--- src/rtl/pipe_issue_arbiter.sv ---
// Round-robin issue controller for the shared 3-stage regfile/ALU pipeline:
// RAW-hazard scoreboard, bubble insertion and response tag tracking.

module pipe_issue_lane (
    input  logic            valid,
    input  logic [4:0]      rs1,
    input  logic [4:0]      rs2,
    input  logic [1:0]      sb_vld,
    input  logic [1:0][4:0] sb_rd,
    output logic            eligible,
    output logic            blocked
);
    logic [1:0] hit;

    // r0 is never written, so an rd of zero cannot create a hazard
    always_comb begin
        hit = '0;
        for (int e = 0; e < 2; e++)
            hit[e] = sb_vld[e] && (sb_rd[e] != 5'd0) &&
                     ((rs1 == sb_rd[e]) || (rs2 == sb_rd[e]));
    end

    assign eligible = valid && (hit == 2'b00);
    assign blocked  = valid && (hit != 2'b00);
endmodule

module pipe_issue_arbiter #(
    parameter int N_REQ = 4,
    parameter int ID_W  = 2
) (
    input  logic                clk,
    input  logic                reset,
    input  logic [N_REQ-1:0]    req_valid,
    output logic [N_REQ-1:0]    req_ready,
    input  logic [5*N_REQ-1:0]  req_rs1,
    input  logic [5*N_REQ-1:0]  req_rs2,
    input  logic [5*N_REQ-1:0]  req_rd,
    input  logic [4*N_REQ-1:0]  req_func,
    input  logic [32*N_REQ-1:0] req_addr,
    output logic [4:0]          pl_rs1,
    output logic [4:0]          pl_rs2,
    output logic [4:0]          pl_rd,
    output logic [3:0]          pl_func,
    output logic [31:0]         pl_addr,
    input  logic [31:0]         pl_mem_out,
    output logic                rsp_valid,
    output logic [ID_W-1:0]     rsp_id,
    output logic [31:0]         rsp_data,
    output logic [15:0]         stall_cnt
);
    localparam int STAGES = 3;

    typedef struct packed {
        logic [4:0]  rs1;
        logic [4:0]  rs2;
        logic [4:0]  rd;
        logic [3:0]  func;
        logic [31:0] addr;
    } issue_t;

    localparam issue_t BUBBLE = '{rs1: 5'd0, rs2: 5'd0, rd: 5'd0, func: 4'hF, addr: 32'd0};

    issue_t [N_REQ-1:0]         lane_op;
    logic   [N_REQ-1:0]         elig;
    logic   [N_REQ-1:0]         blocked;
    logic   [1:0]               sb_vld;
    logic   [1:0][4:0]          sb_rd;
    logic   [ID_W-1:0]          rr_ptr;
    logic   [ID_W-1:0]          gnt_id;
    logic                       gnt_any;
    logic   [ID_W:0]            idx;
    issue_t                     pl_op;
    logic   [STAGES:1]          vld_pipe;
    logic   [STAGES:1][ID_W-1:0] id_pipe;

    for (genvar i = 0; i < N_REQ; i++) begin : g_lane
        assign lane_op[i] = '{rs1: req_rs1[5*i +: 5], rs2: req_rs2[5*i +: 5],
                              rd: req_rd[5*i +: 5], func: req_func[4*i +: 4],
                              addr: req_addr[32*i +: 32]};

        pipe_issue_lane u_lane (
            .valid    (req_valid[i]),
            .rs1      (req_rs1[5*i +: 5]),
            .rs2      (req_rs2[5*i +: 5]),
            .sb_vld   (sb_vld),
            .sb_rd    (sb_rd),
            .eligible (elig[i]),
            .blocked  (blocked[i])
        );
    end

    // Scan from rr_ptr; reset suppresses any grant so outputs fall immediately
    always_comb begin
        gnt_any = 1'b0;
        gnt_id  = '0;
        idx     = '0;
        for (int k = 0; k < N_REQ; k++) begin
            idx = {1'b0, rr_ptr} + (ID_W+1)'(k);
            if (idx >= (ID_W+1)'(N_REQ))
                idx = idx - (ID_W+1)'(N_REQ);
            if (!gnt_any && !reset && elig[idx[ID_W-1:0]]) begin
                gnt_any = 1'b1;
                gnt_id  = idx[ID_W-1:0];
            end
        end
    end

    assign req_ready = gnt_any ? (N_REQ'(1) << gnt_id) : '0;
    assign pl_op     = gnt_any ? lane_op[gnt_id] : BUBBLE;
    assign pl_rs1    = pl_op.rs1;
    assign pl_rs2    = pl_op.rs2;
    assign pl_rd     = pl_op.rd;
    assign pl_func   = pl_op.func;
    assign pl_addr   = pl_op.addr;

    assign rsp_valid = vld_pipe[STAGES] && !reset;
    assign rsp_id    = id_pipe[STAGES];
    assign rsp_data  = pl_mem_out;

    always_ff @(posedge clk or posedge reset) begin
        if (reset) begin
            rr_ptr    <= '0;
            sb_vld    <= '0;
            sb_rd     <= '0;
            vld_pipe  <= '0;
            id_pipe   <= '0;
            stall_cnt <= '0;
        end else begin
            if (gnt_any)
                rr_ptr <= (gnt_id == ID_W'(N_REQ-1)) ? '0 : gnt_id + 1'b1;
            sb_vld   <= {sb_vld[0], gnt_any};
            sb_rd    <= {sb_rd[0], pl_op.rd};
            vld_pipe <= {vld_pipe[STAGES-1:1], gnt_any};
            id_pipe  <= {id_pipe[STAGES-1:1], gnt_id};
            if ((|blocked) && (stall_cnt != 16'hFFFF))
                stall_cnt <= stall_cnt + 16'd1;
        end
    end
endmodule

--- config.mk ---
export PLATFORM = sky130hd
export DESIGN_NAME = pipe_issue_arbiter
export DESIGN_NICKNAME = d
export VERILOG_FILES = /design/src/rtl/pipe_issue_arbiter.sv
export SDC_FILE = /design/constraint.sdc
export NUM_CORES = 1
export LEC_CHECK = 0
export CAP_MARGIN = 15
export CORE_AREA = 2 2 134 136
export DETAILED_ROUTE_END_ITERATION = 7
export DIE_AREA = 0 0 136 138
export PLACE_DENSITY_LB_ADDON = 0.25
export SLEW_MARGIN = 20
export SYNTH_ARGS = -nofsm -noshare
export SYNTH_HDL_FRONTEND = slang
export SYNTH_SLANG_ARGS = --single-unit
--- constraint.sdc ---
create_clock -name clk -period 5.79 [get_ports clk]
set_input_delay 1.737 -clock clk [delete_from_list [all_inputs] [get_ports clk]]
set_output_delay 1.737 -clock clk [all_outputs]
set_load 0.05 [all_outputs]
# After elaboration in Yosys (flattened, before gate mapping)
# Index checks and enable logic that the tools add are counted.
word_totals:
  ff_bits: 39
  word_cells: 121
op_classes:
  add_sub_neg: 9
  n_lt_le_gt_ge: 9
  n_eq_ne: 18
  shift: 1
  muxes: 25
  n_reduce_logical: 50
ops:
  columns: ["op", "n"]
  rows:
  - ["binary-select mux 51 bit (select 2 bit)", 1]
  - ["two-way mux 51 bit", 2]
  - ["equality test 5 bit", 16]
  - ["logical AND 1 bit", 27]
  - ["two-way mux 2 bit", 9]
  - ["adder 16 x 1 -> 16 bit, second input constant", 1]
  - ["inequality test 16 bit, second input constant", 1]
  - ["< comparator 2 x 3 -> 1 bit, second input constant", 5]
  - ["nonzero test 5 bit", 2]
  - [">= comparator 3 bit, second input constant", 3]
  - ["binary-select mux 1 bit (select 2 bit)", 4]
  - ["logical NOT 2 bit", 4]
  - ["logical OR 1 bit", 8]
  - ["two-way mux 1 bit", 8]
  - ["nonzero test 2 bit", 4]
  - ["subtractor 2 x 1 -> 2 bit, second input constant", 4]
  - ["adder 2 x 2 -> 3 bit, second input constant", 2]
  - ["logical NOT 1 bit", 4]
  - ["two-way mux 4 bit", 1]
  - ["OR reduction 4 bit", 1]
  - ["left shift 1 x 2 -> 4 bit, first input constant", 1]
  - ["adder 2 x 1 -> 3 bit, second input constant", 1]
  - [">= comparator 2 x 3 -> 1 bit, second input constant", 1]
  - ["adder 2 x 1 -> 2 bit, second input constant", 1]
  - ["equality test 2 bit, second input constant", 1]

# Depth between registers and ports, before layout
# Gate-level depths: netlist of run 1.
logic_depth:
  depth_word: 24
  depth_mapped: 15
  mapped_depth_nobuf: 11

# Hierarchy
# Synthesis of run 1 repeated with hierarchy kept, for this count alone.
hier_totals:
  cells_unflattened: 505
  area_unflattened_um2: 4473.0
modules_own_cells:
  columns: ["mod", "instances", "cells_per_inst", "area_each_um2", "seq_area_each_um2"]
  rows:
  - ["pipe_issue_arbiter", 1, 353, 3392.0, 925.9]
  - ["pipe_issue_lane", 4, 38, 270.3, 0.0]

# Least setup slack after synthesis of run 1
# OpenSTA, ideal clock, no wires.
synth_timing:
  path_kind: "input-to-output"
  from: "input reset"
  to: "output pl_func[0]"
  t_arrival_ns: 4.577
  t_required_ns: 4.053
  path_slack_ns: -0.524
  cell_stages: 9
  path_buffers: 3
  cell_sequence: "inv_1 > o211ai_1 > o211a_1 > a21o_1 > buf_6 > buf_12 > buf_12 > mux2i_1 > a2bb2oi_1"
synth_via:
  elab_chain_cells: 18
  word_cells_on_any_way: 22
  classes_between: "mux: 11; reduce/logical: 11"
synth_lines:
  columns: ["item", "line_no", "rtl"]
  rows:
  - ["start, declared", "32", "input logic reset,"]
  - ["logical NOT 1 bit (no line) *", null, null]
  - ["logical AND 1 bit", "101", "if (!gnt_any && !reset && elig[idx[ID_W-1:0]]) begin"]
  - ["two-way mux 1 bit", "101", null]
  - ["logical NOT 1 bit", "101", null]
  - ["logical AND 1 bit (2 in a row)", "101", null]
  - ["two-way mux 1 bit", "101", null]
  - ["logical NOT 1 bit", "101", null]
  - ["logical AND 1 bit (2 in a row)", "101", null]
  - ["two-way mux 1 bit", "101", null]
  - ["logical NOT 1 bit", "101", null]
  - ["logical AND 1 bit (2 in a row)", "101", null]
  - ["two-way mux 2 bit", "101", null]
  - ["binary-select mux 51 bit (select 2 bit)", "109", "assign pl_op = gnt_any ? lane_op[gnt_id] : BUBBLE;"]
  - ["two-way mux 51 bit (not written as such)", "109", null]
  - ["two-way mux 51 bit *", "109", null]
  - ["end, declared", "43", "output logic [3:0] pl_func,"]
# Every way passes the cells marked *; elsewhere a longest branch is shown, timed or not. The select of a mux whose other input is x is not followed.

# Final worst setup path of run 1
layout_timing:
  from: "input req_rs2[9]"
  to: "output pl_rs2[4]"
layout_via:
  elab_chain_cells: 24
  word_cells_on_any_way: 37
  classes_between: "eq/ne: 2; mux: 19; reduce/logical: 16"
layout_lines:
  columns: ["item", "line_no", "rtl"]
  rows:
  - ["start, declared", "36", "input logic [5*N_REQ-1:0] req_rs2,"]
  - ["equality test 5 bit", "20", "((rs1 == sb_rd[e]) || (rs2 == sb_rd[e]));"]
  - ["logical OR 1 bit", "20", null]
  - ["logical AND 1 bit", "19", "hit[e] = sb_vld[e] && (sb_rd[e] != 5'd0) &&"]
  - ["logical NOT 2 bit", "23", "assign eligible = valid && (hit == 2'b00);"]
  - ["logical AND 1 bit", "23", null]
  - ["binary-select mux 1 bit (select 2 bit)", "101", null]
  - ["two-way mux 1 bit (not written as such)", "101", null]
  - ["logical AND 1 bit", "101", null]
  - ["[... 6 more ...]", null, null]
  - ["logical AND 1 bit (2 in a row)", "101", null]
  - ["two-way mux 1 bit", "101", null]
  - ["logical NOT 1 bit", "101", null]
  - ["logical AND 1 bit (2 in a row)", "101", null]
  - ["two-way mux 2 bit", "101", null]
  - ["binary-select mux 51 bit (select 2 bit)", "109", null]
  - ["two-way mux 51 bit (not written as such)", "109", null]
  - ["two-way mux 51 bit *", "109", null]
  - ["end, declared", "41", "output logic [4:0] pl_rs2,"]
# Marked as above.

==> metrics.txt, run 1 <==
met2 Track Usage GR 43.61%; pin count of the biggest net entering global routing 38; grt ovf 0; fin worst setup slack -0.4650 ns; Crit path largest cell delay 0.32 ns; Tot GR Track Use 23.92%; Post-Route Skew 0.004622 ns; Setup violations, final 55; VDD IR-drop max 0.6142 mV; max-cap violations 0; fin. max-slew vios 0; routed wire length 22,580 um; unrepaired setup endpoints after global routing yes; cells after synthesis 476; f_max 159.9 MHz; Leak 4.178 nW; Worst slew margin 44.92%; vias in the first global route 5,822; Mapped Area 0.004526 mm2; EDFF count, synth 0; TritonCTS Buffers 5; status finished with violations; Critical Path End pl_rs2[4]; required time of the critical path 4.05 ns; storage element area 925.9 um2; die area 0.01877 mm2; Total Power 8.086 mW; clk_lat worst skew 0.28 ns; most common cell after layout, fill and taps aside clkdlybuf4s50_1; CTS tree yes; Final period util 108.0%; Critical Path Sink Type output port; port bufs 283; Clk pin slew, worst setup/hold paths 0.06 ns; Worst Path Arrival 4.52 ns; CP most frequent cell buf_4; Die X 136 um; failing checks negative setup slack; antenna cells 0; filler cell count 1,331; first-pass GRT wire length 34,410 um; Core ar. 0.01753 mm2; DR WL/cell 21.83 um; CP Cell Sequence buf_4 -> xor2_1 -> nor3_2 -> a22oi_2 -> o221ai_4 -> buf_6 -> nand3_1 -> o211ai_1 -> o211a_1 -> buf_4 -> a21o_4 -> buf_4 -> buf_12 -> mux2i_1 -> o22ai_4 -> buf_12; cell taking the most area after synthesis mux2i_1; area delta synth->final 139.8%; Nets 1,051; CTS H-tree lvls 2; most frequent cells in the layout clkdlybuf4s50_1, buf_12, xor2_1; average vias per placed instance 4.925; Worst setup SP type input pin; Initial Util 25.81%; # clock sinks 37; Top FF cell, synth dfrtp_1; routing usage on met1 27.00%; CTS Buffer Depth 2; Syn Nets 723; gr busiest metal met2; # rows 49; Final Critical Period 6.255 ns; initial antenna violation count 0; Hold/Removal Path Class reg2reg; slew of the pin with the lowest slew margin 0.8261 ns; Ports 348; routed via count 5,092; final hold vios 0; reg2reg end sb_rd[0]; Synth Warn # 0; dominant cells by area after synthesis mux2i_1, dfrtp_1, xor2_1, o22ai_1, buf_4; Die Y 138 um; GR Util met3 6.197%; area of the multi-input gates 0.004810 mm2; Final ANT Viol Nets 0; Worst R2R Start sb_rd[0]; maximum fanout along the worst path 7; fraction of registers with async set/reset 100.0%; Worst R2R Setup Slack 1.98 ns; synth unique cells 49; layout cells sized above 1 52.80%; root buffer cell clkbuf_16; CP max-delay cell mux2i_1; type of the worst setup path in2out; drt initial violations 126; Yosys reg bits 37; P per Cell Area 745.1 mW/mm2; share of the synthesized area in the top cell type 22.12%; GP Congestion 0.8604; drt pass-1 iters 4; post-synthesis sequential area ratio 20.46%; worst hold margin 0.3503 ns; Post-CTS Hold Fix Bufs 0; Post-route DRC 0; post-DP HPWL 16,450 um; syn_area_per_cell 9.508 um2; R2R depth 15; crit path launch req_rs2[9]
worst min path at each step:
stage                    start          to  slack [ns]  cells after the start
finish              id_pipe[1]  id_pipe[3]        0.35                      0
global route        id_pipe[0]  id_pipe[2]        0.36                      0
detailed placement  id_pipe[1]  id_pipe[3]        0.34                      0
global placement    id_pipe[1]  id_pipe[3]        0.33                      0
floorplan           id_pipe[0]  id_pipe[2]        0.33                      0
CTS                 id_pipe[1]  id_pipe[3]        0.35                      0
power breakdown:
group	total (mW)	internal (mW)	switching, mW
logic	7.28	3.62	3.66
clock network	0.316	0.204	0.112
registers	0.490	0.346	0.144
layout make-up:
type	count	share of cell area, %
multi-input combinational	368	44.32
timing repair buffer	387	42.68
sequential	37	8.531
tap	229	2.640
clock buffer	5	1.153
clock inverter	3	0.4266
inverter	5	0.2536
cells in the mapped netlist, types with 3 or more instances:
cell and n:
a22oi_1 8, a2bb2oi_1 4, and2_1 5, and3_1 8, buf_12 7, buf_2 8
buf_4 36, buf_6 3, buf_8 4, clkbuf_1 10, dfrtp_1 37, ha_1 5
inv_1 4, mux2_2 6, mux2i_1 100, nand2_1 6, nand3_1 6, nor2_1 23
nor3_1 16, o221ai_2 3, o22ai_1 51, xnor2_1 9, xor2_1 87
logic make-up (layout without fill, tap and decap cells):
family          after synthesis  after routing  share of synthesized area [%]
mux                         106            106                          23.61
xor+xnor                     96             96                          18.58
compound gates               84             85                          13.91
simple gates                 75             76                          8.792
buf+inv                      73            400                          13.27
flops                        37             37                          20.46
fa+ha+maj                     5              5                          1.382
metal layers:
| metal | up-vias | part of all wire (%) | wire length (um) |
|---|---|---|---|
| met5 | - | 0 | 0 |
| met4 | 0 | 3.2 | 722 |
| met3 | 40 | 7.1 | 1599 |
| met2 | 207 | 53 | 12030 |
| met1 | 2499 | 36 | 8228 |
| li1 | 2346 | - | - |
sequential cells by signal (all words and copies together), names as in the netlist:
signal and cells:
id_pipe 4, rr_ptr 2, rsp_id 2, sb_rd 10, stall_cnt 16, vld_pipe 3
repair_timing:
item,4_1_cts,5_1_grt
pin swaps,64,60
cloned,14,1
endpoints found under the hold margin,0,0
resized for setup,379,112
buffers inserted,28,6
setup endpoints to repair,55,55
critical path, delay by kind of cell:
kind,cells,cell delay (ns)
mux,1,0.32
compound gates,6,1.13
xor+xnor,1,0.16
buf+inv,6,0.85
simple gates,2,0.28
through the flow:
step / setup WS [ns] / utilization [%] / instance area [um2] / setup TNS (ns) / std cells
2_1_floorplan: -0.1248 / - / 5210 / -1.321 / 476
3_3_place_gp: -0.9191 / 50.41 / 8838 / -47.30 / 988
3_5_place_dp: -0.9690 / 50.41 / 8838 / -48.12 / 988
4_1_cts: -0.3970 / 59.33 / 10400 / -18.91 / 1035
5_1_grt: -0.5619 / 61.90 / 10850 / -26.18 / 1034
6_report: -0.4650 / 61.90 / 10850 / -20.95 / 1034
Power figures use the tool's default switching activity.
==> run 2: changes to the inputs <==
- RECOVER_POWER: default -> 25
==> metrics.txt, run 2 (synthesis results as in run 1) <==
post-DP HPWL 16,450 um; Regs by FF count stall_cnt x16, sb_rd x10, id_pipe x4; DR WL/cell 21.82 um; CTS H-tree lvls 2; CP bufs+invs 6; TritonCTS Buffers 5; root buffer cell clkbuf_16; # clock sinks 37; area delta synth->final 139.6%; Crit path largest cell delay 0.32 ns; Initial Util 25.81%; initial antenna violation count 0; Post-route DRC 0; max-cap violations 1; Hold/Removal Path Class reg2reg; GP Congestion 0.8604; CP most frequent cell buf_4; fin worst setup slack -0.4655 ns; max reg flops 16; Design Area, Final 0.01084 mm2; Die X 136 um; failing checks max-capacitance violations, max-slew violations, negative setup slack; P per Cell Area 744.9 mW/mm2; layout cells sized above 1 52.42%; Post-Route Skew 0.004584 ns; Core ar. 0.01753 mm2; routed wire length 22,560 um; Final period util 108.0%; required time of the critical path 4.05 ns; Post-CTS Hold Fix Bufs 0; port bufs 283; WP depth 16; antenna cells 0; most common cell after layout, fill and taps aside clkdlybuf4s50_1; VDD IR-drop max 0.6139 mV; f_max 159.9 MHz; Critical Path Sink Type output port; vias in the first global route 5,822; Leak 4.167 nW; unrepaired setup endpoints after global routing yes; Reg with most FFs stall_cnt; Tot GR Track Use 23.92%; most frequent cells in the layout clkdlybuf4s50_1, buf_12, xor2_1; pin count of the biggest net entering global routing 38; drt pass-1 iters 4; fin. max-slew vios 38; average vias per placed instance 4.918; Final Critical Period 6.255 ns; first-pass GRT wire length 34,410 um; Clk pin slew, worst setup/hold paths 0.06 ns; Finished Core Util 61.83%; Setup violations, final 55; filler cell count 1,332; CTS Buffer Depth 2; slew of the pin with the lowest slew margin 2.049 ns; CTS tree yes; R2R depth 17; Worst setup SP type input pin; Ports 348; clk_lat worst skew 0.28 ns; die area 0.01877 mm2; Worst slew margin -36.62%; Nets 1,051; drt initial violations 120; type of the worst setup path in2out; CP max-delay cell mux2i_1; status finished with violations; routed via count 5,085; delay-heaviest family, CP compound AO/OA/AOI/OAI gates; Placed Area 0.008838 mm2; CP Cell Sequence buf_4 -> xor2_1 -> nor3_2 -> a22oi_2 -> o221ai_4 -> buf_6 -> nand3_1 -> o211ai_1 -> o211a_1 -> buf_4 -> a21o_4 -> buf_4 -> buf_12 -> mux2i_1 -> o22ai_4 -> buf_12; Worst Path Arrival 4.52 ns; Die Y 138 um; maximum fanout along the worst path 7; hold path cells 0; # rows 49; final hold vios 0; grt ovf 0; Final ANT Viol Nets 0
==> run 2: changes by cell type in the layout (fill, tap and decap cells not counted) <==
cell      previous run  this run
clkbuf_1             0         3
buf_4               58        55
==> run 2: path summary, 6_finish.rpt <==
path	from	endpoint	slack [ns]
setup / recovery	req_rs2[9]	pl_rs2[4]	-0.47
hold / removal	id_pipe[1]	id_pipe[3]	0.35
setup reg to reg	sb_rd[2]	sb_rd[0]	1.90
hold reg to reg	id_pipe[1]	id_pipe[3]	0.35
max in group asynchronous	reset	sb_rd[6]	1.73
min in group asynchronous	reset	rr_ptr[0]	2.87
==> run 2: layout make-up <==
cell class	count	area [um2]	share of cell area (%)
tap	229	286.5	2.643
timing repair buffer	387	4621	42.62
clock inverter	3	46.29	0.4270
inverter	5	27.53	0.2539
multi-input combinational	368	4810	44.36
clock buffer	5	125.1	1.154
sequential	37	925.9	8.540
==> run 2: per-layer routing <==
layer  vias up  track usage (%)  wire [um]
met5         -                0          0
met4         0            7.127        677
met3        36            6.197       1523
met2       206            43.61      12090
met1      2501            27.00       8276
li1       2342                -          -
==> run 2: metrics by stage <==
| step | instances | TNS, ns | hold slack, ns | worst slack, ns | total power [mW] |
|---|---|---|---|---|---|
| after floorplan | 476 | -1.321 | 0.3312 | -0.1248 | 4.042 |
| after global placement | 988 | -47.30 | 0.3331 | -0.9191 | 6.221 |
| after detailed placement | 988 | -48.12 | 0.3379 | -0.9690 | 6.256 |
| after CTS | 1035 | -18.91 | 0.3513 | -0.3970 | 7.909 |
| after global routing | 1034 | -26.19 | 0.3565 | -0.5619 | 8.386 |
| final | 1034 | -20.96 | 0.3503 | -0.4655 | 8.076 |
==> run 2: worst register-to-register path, stage by stage, from the launching register on <==
cell and delay [ns]:
dfrtp_1 0.34, clkbuf_1 0.68, xor2_2 0.21, nor3_2 0.07, a22oi_2 0.24, o221ai_2 0.15, buf_4 0.17, nor3b_4 0.14
a211o_1 0.33, a221o_1 0.40, o21ai_4 0.08, buf_12 0.14, buf_6 0.17, buf_12 0.17, o22ai_4 0.10, buf_4 0.14
buf_4 0.12, buf_4 0.12
==> run 2: where the power goes <==
group | total, mW | internal (mW) | switching [mW]
sequential | 0.490 | 0.346 | 0.144
combinational | 7.27 | 3.62 | 3.66
clock | 0.314 | 0.204 | 0.110
==> run 2: timing repair <==
| action | 4_1_cts | 5_1_grt |
|---|---|---|
| pin swaps | 64 | 60 |
| setup endpoints to repair | 55 | 55 |
| setup buffers | 28 | 6 |
| gates resized for setup | 379 | 112 |
| gates cloned | 14 | 1 |
==> run 3: changes to the inputs <==
- HOLD_SLACK_MARGIN: default -> 0.05
==> results of run 3 <==
Final layout, timing and power as in run 2 (identical DEF).
==> patch 1 (settings of run 3) <==
Set the parameter `N_REQ` to 2 (it was 4).
--- a/src/rtl/pipe_issue_arbiter.sv
+++ b/src/rtl/pipe_issue_arbiter.sv
@@ -25,7 +25,7 @@
 endmodule
 
 module pipe_issue_arbiter #(
-    parameter int N_REQ = 4,
+    parameter int N_REQ = 2,
     parameter int ID_W  = 2
 ) (
     input  logic                clk,
Ports: changed (7 resized); port bits go from 348 to 242. The function was not compared with the original's and may differ.
==> patch 1 against run 3 <==
  * The run ends with capacitance limit, slew limit left
  * Area after synthesis is 35% lower
  * Non-clock buffer count down 186
  * Clock skew increased by 0.00063 ns
  * Wire length is 52% lower
  * Highest routed layer unchanged
  * Setup slack better by 0.56 ns
  * Count of clock-buffer cells in the layout up 1
  * Sequential cell count unchanged
  * Critical path depth fell by 6
  * Sequential share of layout area rose by 10 points
  * Cell area is 54% lower
Power is left out: it rests on default switching activity, and per cell area and clock period it moved more than threefold.
==> patch 1: results (changes against run 3) <==
Status
  – Status: complete, but fails checks
  – Failing checks: capacitance limit, slew limit

Global routing
  – Initial antenna violation count: 1 (+1)
  – Global-route wire length before repair: 16.5 mm (-52%)
  – Total GRT Usage: 11.4% (-13 points)
  – Vias in the first global route: 2938 (-50%)

Synth
  – Syn Inst Count: 286 (-40%)
  – Syn_nets: 425 (-41%)
  – Most frequent cells after synthesis: o221a_1 (47), xor2_1 (41), dfrtp_1 (37), buf_4 (35)
  – Top cells by area, synth: dfrtp_1 (31%), o221a_1 (18%), xor2_1 (12%)
  – Synth cell types: 37 (-24%)
  – Seq/Total Area, Yosys: 31.4% (+11 points)
  – Xor and xnor area share after synthesis: 16.3% (-2.3 points)
  – Post-Synth Adder-Cell Area: 0.424% (-0.96 points)
  – Mux cell area share after synthesis: 0.382% (-23 points)

STA
  – Final Skew: 0.00521 ns (+0.000630 ns)
  – Worst relative slew slack: -36.5% (+0.11 points)
  – Fin. max-slew vios: 38 (unchanged)
  – Tmin final: 5.70 ns (-0.558 ns)

Worst setup path
  – Critical R2R Capture: stall_cnt[15]$_DFFE_PP0P_
  – Reg2Reg Launch Point: sb_rd[3]$_DFF_PP0_
  – Reg2reg path depth: 8 (-9)
  – CP startpoint: req_rs2[1]
  – Setup crit end: pl_addr[29]

Place
  – DPL Wire Length: 8.31 mm (-49%)
  – IO Port Bufs: 177 (-37%)
  – Post-place instance area: 0.00465 sq mm (-47%)
  – Dpl cells: 652 (-34%)
  – DP Worst Slack: -0.0814 ns (+0.888 ns)
  – Placer Congestion: 0.817 (-5.1%)

Drt
  – Routed WL: 10.7 mm (-52%)
  – Via count: 2803 (-45%)

Finish
  – Fillers: 1857 (+39%)
  – Number of nets in the layout: 572 (-46%)
  – Layout cells sized above 1: 24.2% (-28 points)

Min path
  – Hold path endpoint: rsp_id[1]$_DFF_PP0_

Clocking
  – Post-CTS Setup Bufs: 2 (-93%)

Job
  – MaxCap Viol Count: 1 (unchanged)
## patch 1: changes by cell type after synthesis, moves of 9 or more
cell	change
mux2i_1	-100
o22ai_1	-51
o221a_1	+47
xor2_1	-46
nor2_1	-10
clkbuf_1	-9
## patch 1: cell type report
| class | instances | area share (%) |
|---|---|---|
| clock inverters | 2 | 0.277 |
| flip-flops and latches | 37 | 18.7 |
| multi-input cells | 184 | 32.3 |
| repair buffers | 201 | 39.8 |
| well taps | 229 | 5.77 |
| clock buffers | 6 | 2.80 |
| inverters | 4 | 0.303 |
| diodes | 1 | 0.0504 |
## patch 1: metal layers
metal,up-vias,wire length (um),part of all wire [%],track usage (%)
met5,-,0,0,0
met4,0,153,1.4,3.56
met3,14,741,6.9,3.01
met2,125,5430,51,19.3
met1,1346,4390,41,13.9
li1,1318,-,-,-
## patch 1: metrics by stage
stage	util, %	hold WS [ns]
after detailed placement	26.5	0.342
after global routing	28.3	0.369
final	28.3	0.353
after CTS	27.8	0.355
after global placement	26.5	0.340
after floorplan	-	0.331
## patch 1: logic make-up (layout without fill, tap and decap cells)
| family | Yosys count | after routing |
|---|---|---|
| AND/OR/NAND/NOR | 59 | 59 |
| XOR/XNOR | 55 | 55 |
| multiplexers | 1 | 1 |
| other | 0 | 1 |
| adder cells (fa/ha/maj) | 1 | 1 |
| buffers and inverters | 65 | 213 |
| AO/OA/AOI/OAI | 68 | 68 |
| flip-flops | 37 | 37 |
## patch 1: worst max-delay path: stages
cell and delay, ns:
clkdlybuf4s50_1 0.49, xor2_1 0.17, nor2_1 0.13, a22oi_2 0.11, o22a_2 0.28, a31oi_4 0.29
nand2_4 0.10, buf_12 0.17, o221a_1 0.26, buf_4 0.20
==> patch 2 (flow settings as in run 3) <==
Made on the original files. Put one more register stage on the output `stall_cnt`, without a reset. The value now appears one clock later. The other outputs are not delayed to match.
--- a/src/rtl/pipe_issue_arbiter.sv
+++ b/src/rtl/pipe_issue_arbiter.sv
@@ -59,6 +59,8 @@
     } issue_t;
 
     localparam issue_t BUBBLE = '{rs1: 5'd0, rs2: 5'd0, rd: 5'd0, func: 4'hF, addr: 32'd0};
+
+    logic [15:0] stall_cnt_s0;
 
     issue_t [N_REQ-1:0]         lane_op;
     logic   [N_REQ-1:0]         elig;
@@ -124,7 +126,7 @@
             sb_rd     <= '0;
             vld_pipe  <= '0;
             id_pipe   <= '0;
-            stall_cnt <= '0;
+            stall_cnt_s0 <= '0;
         end else begin
             if (gnt_any)
                 rr_ptr <= (gnt_id == ID_W'(N_REQ-1)) ? '0 : gnt_id + 1'b1;
@@ -132,9 +134,13 @@
             sb_rd    <= {sb_rd[0], pl_op.rd};
             vld_pipe <= {vld_pipe[STAGES-1:1], gnt_any};
             id_pipe  <= {id_pipe[STAGES-1:1], gnt_id};
-            if ((|blocked) && (stall_cnt != 16'hFFFF))
-                stall_cnt <= stall_cnt + 16'd1;
+            if ((|blocked) && (stall_cnt_s0 != 16'hFFFF))
+                stall_cnt_s0 <= stall_cnt_s0 + 16'd1;
         end
     end
+    always_ff @(posedge clk) begin
+        stall_cnt <= stall_cnt_s0;
+    end
+
 endmodule
 
Check against the original RTL: not equivalent (Yosys sat finds a counterexample within 4 cycles, from zero or initial values and one cycle with reset high).
==> patch 2 against run 3 <==
  * The run ends with setup timing left
  * Cell area down 6.6%
  * Total power fell by 37%
  * Sequential cell count increased by 16
  * Synthesized cell count is 4.8% higher
  * Worst hold slack improved by 0.011 ns
  * Setup slack improved by 0.18 ns
  * Register-to-register slack gained 0.23 ns
  * Wire length grew 3.5%
  * Clock power rose by 3%
  * Area after synthesis is 14% higher
  * Utilization fell by 4.1 points
  * Via count grew 3.0%
  * Critical path type unchanged
  * Largest cell class unchanged
==> patch 2: results (changes against run 3) <==
Status
  – Status: complete, but fails checks
  – Failing checks: setup timing

Global routing
  – Initial antenna violation count: 2 (+2)
  – Largest net degree at the start of global routing: 27 (-29%)
  – Met2 Track Usage GR: 42.6% (-1.1 points)
  – Met3 Use GR: 7.63% (+1.4 points)
  – Vias in the first global route: 5600 (-3.8%)
  – Global-route wire length before repair: 34.0 mm (-1.3%)
  – Grt met1 use: 27.8% (+0.83 points)
  – Total GRT Usage: 23.8% (-0.087 points)
  – GR Overflow Total: 0 (unchanged)

Synth
  – Seq/Total Area, Yosys: 24.2% (+3.8 points)
  – Most frequent cells after synthesis: mux2i_1 (94), xor2_1 (81), o22ai_2 (47), buf_4 (43), dfrtp_1 (37)
  – Top cells by area, synth: mux2i_1 (18%), dfrtp_1 (18%), xor2_1 (14%)
  – Syn_nets: 746 (+3.2%)
  – Post-synth ARST share: 69.8% (-30 points)
  – Syn Inst Count: 499 (+4.8%)
  – Top_reg_cell synth: dfrtp_1

Worst setup path
  – Setup crit end: pl_rd[2]
  – FF-to-FF setup slack: 2.13 ns (+0.23 ns)
  – Slowest-stage cell, CP: a2111o_1
  – CP Data Arrival Time: 4.34 ns (-0.18 ns)
  – Slowest Stage Delay on Critical Path: 0.40 ns (+0.08 ns)
  – Reg2reg path depth: 14 (-3)
  – CP startpoint: req_rs2[4]
  – CP Max Fanout: 12 (+5)
  – Reg2Reg Launch Point: sb_rd[3]$_DFF_PP0_

STA
  – Setup TNS: -12.76 ns (+8.19 ns)
  – Final setup margin: -0.286 ns (+0.180 ns)
  – Final Skew: 0.0143 ns (+0.00975 ns)
  – Worst relative slew slack: 54.6% (+91 points)
  – Final setup vio count: 55 (unchanged)

Place
  – Post-place instance area: 0.00834 sq mm (-5.6%)
  – Placer Congestion: 0.902 (+4.8%)
  – DPL Wire Length: 17.3 mm (+5.3%)
  – DP Worst Slack: -0.914 ns (+0.0548 ns)

Drt
  – Routed WL: 23.3 mm (+3.5%)
  – Via count: 5239 (+3.0%)
  – DR vias/cell: 5.02 (+2.0%)
  – Initial drt markers: 152 (+27%)

Clocking
  – Skew-Pair Late Insertion Delay: 0.30 ns (+0.02 ns)

Power
  – VDD IR-drop max: 0.380 mV (-38%)
  – Switching power total: 2480 uW (-36%)
  – Leak: 0.00395 uW (-5.3%)

Finish
  – Leading registers by flop count: stall_cnt: 16 flops, stall_cnt_s0: 16 flops, sb_rd: 10 flops
  – Fillers: 1482 (+11%)
patch 2: layout make-up:
| type | count | area [sq um] | share of cell area, % |
|---|---|---|---|
| Multi-Input combinational cell | 368 | 4330 | 42.7 |
| Clock buffer | 7 | 154 | 1.52 |
| Inverter | 6 | 25.0 | 0.247 |
| Antenna cell | 2 | 5.00 | 0.0494 |
| Timing Repair Buffer | 378 | 4070 | 40.2 |
| Sequential cell | 53 | 1250 | 12.3 |
| Tap cell | 229 | 287 | 2.83 |
| Clock inverter | 1 | 8.76 | 0.0865 |
patch 2: metrics by stage:
| stage | total power, uW | util [%] |
|---|---|---|
| floorplan | 2810 | - |
| global placement | 3720 | 47.6 |
| detailed placement | 3730 | 47.6 |
| CTS | 4810 | 54.7 |
| global route | 5320 | 57.8 |
| finish | 5100 | 57.8 |
patch 2: how the worst min path moves through the flow:
stage	from	end	slack, ns
CTS	id_pipe[3]$_DFF_PP0_	rsp_id[1]$_DFF_PP0_	0.36
floorplan	id_pipe[0]$_DFF_PP0_	id_pipe[2]$_DFF_PP0_	0.33
finish	id_pipe[3]$_DFF_PP0_	rsp_id[1]$_DFF_PP0_	0.36
global placement	id_pipe[1]$_DFF_PP0_	id_pipe[3]$_DFF_PP0_	0.34
global route	id_pipe[3]$_DFF_PP0_	rsp_id[1]$_DFF_PP0_	0.37
detailed placement	id_pipe[1]$_DFF_PP0_	id_pipe[3]$_DFF_PP0_	0.34
patch 2: per-layer routing:
metal / vias up / share of wire (%)
li1: 2406 / -
met1: 2559 / 37
met2: 244 / 53
met3: 30 / 7.9
met4: 0 / 1.6
met5: - / 0
patch 2: cell families (layout without fill, tap and decap cells):
kind of cell    Yosys count  count (layout)  share of synthesized area, %
flops                    53              53                          24.2
buf+inv                  78             392                          11.4
simple gates             75              75                          7.72
fa+ha+maj                 5               5                          1.22
xor+xnor                 95              95                          16.2
other cells               0               2                             0
compound gates           94              94                          19.8
mux                      99              99                          19.4
patch 2: repair_timing:
action,4_1_cts,5_1_grt
endpoints found under the hold margin,0,0
gates cloned,9,1
gates resized for setup,340,107
endpoints found under the setup margin,55,55
pin swaps,42,41
setup buffers,16,10
patch 2: power by group through the flow:
stage	Clock (uW)	Combinational, uW	Sequential [uW]
after floorplan	0	2250	557
after global placement	0	3060	658
after detailed placement	0	3080	656
after CTS	328	3830	650
after global routing	346	4280	688
final	323	4100	673
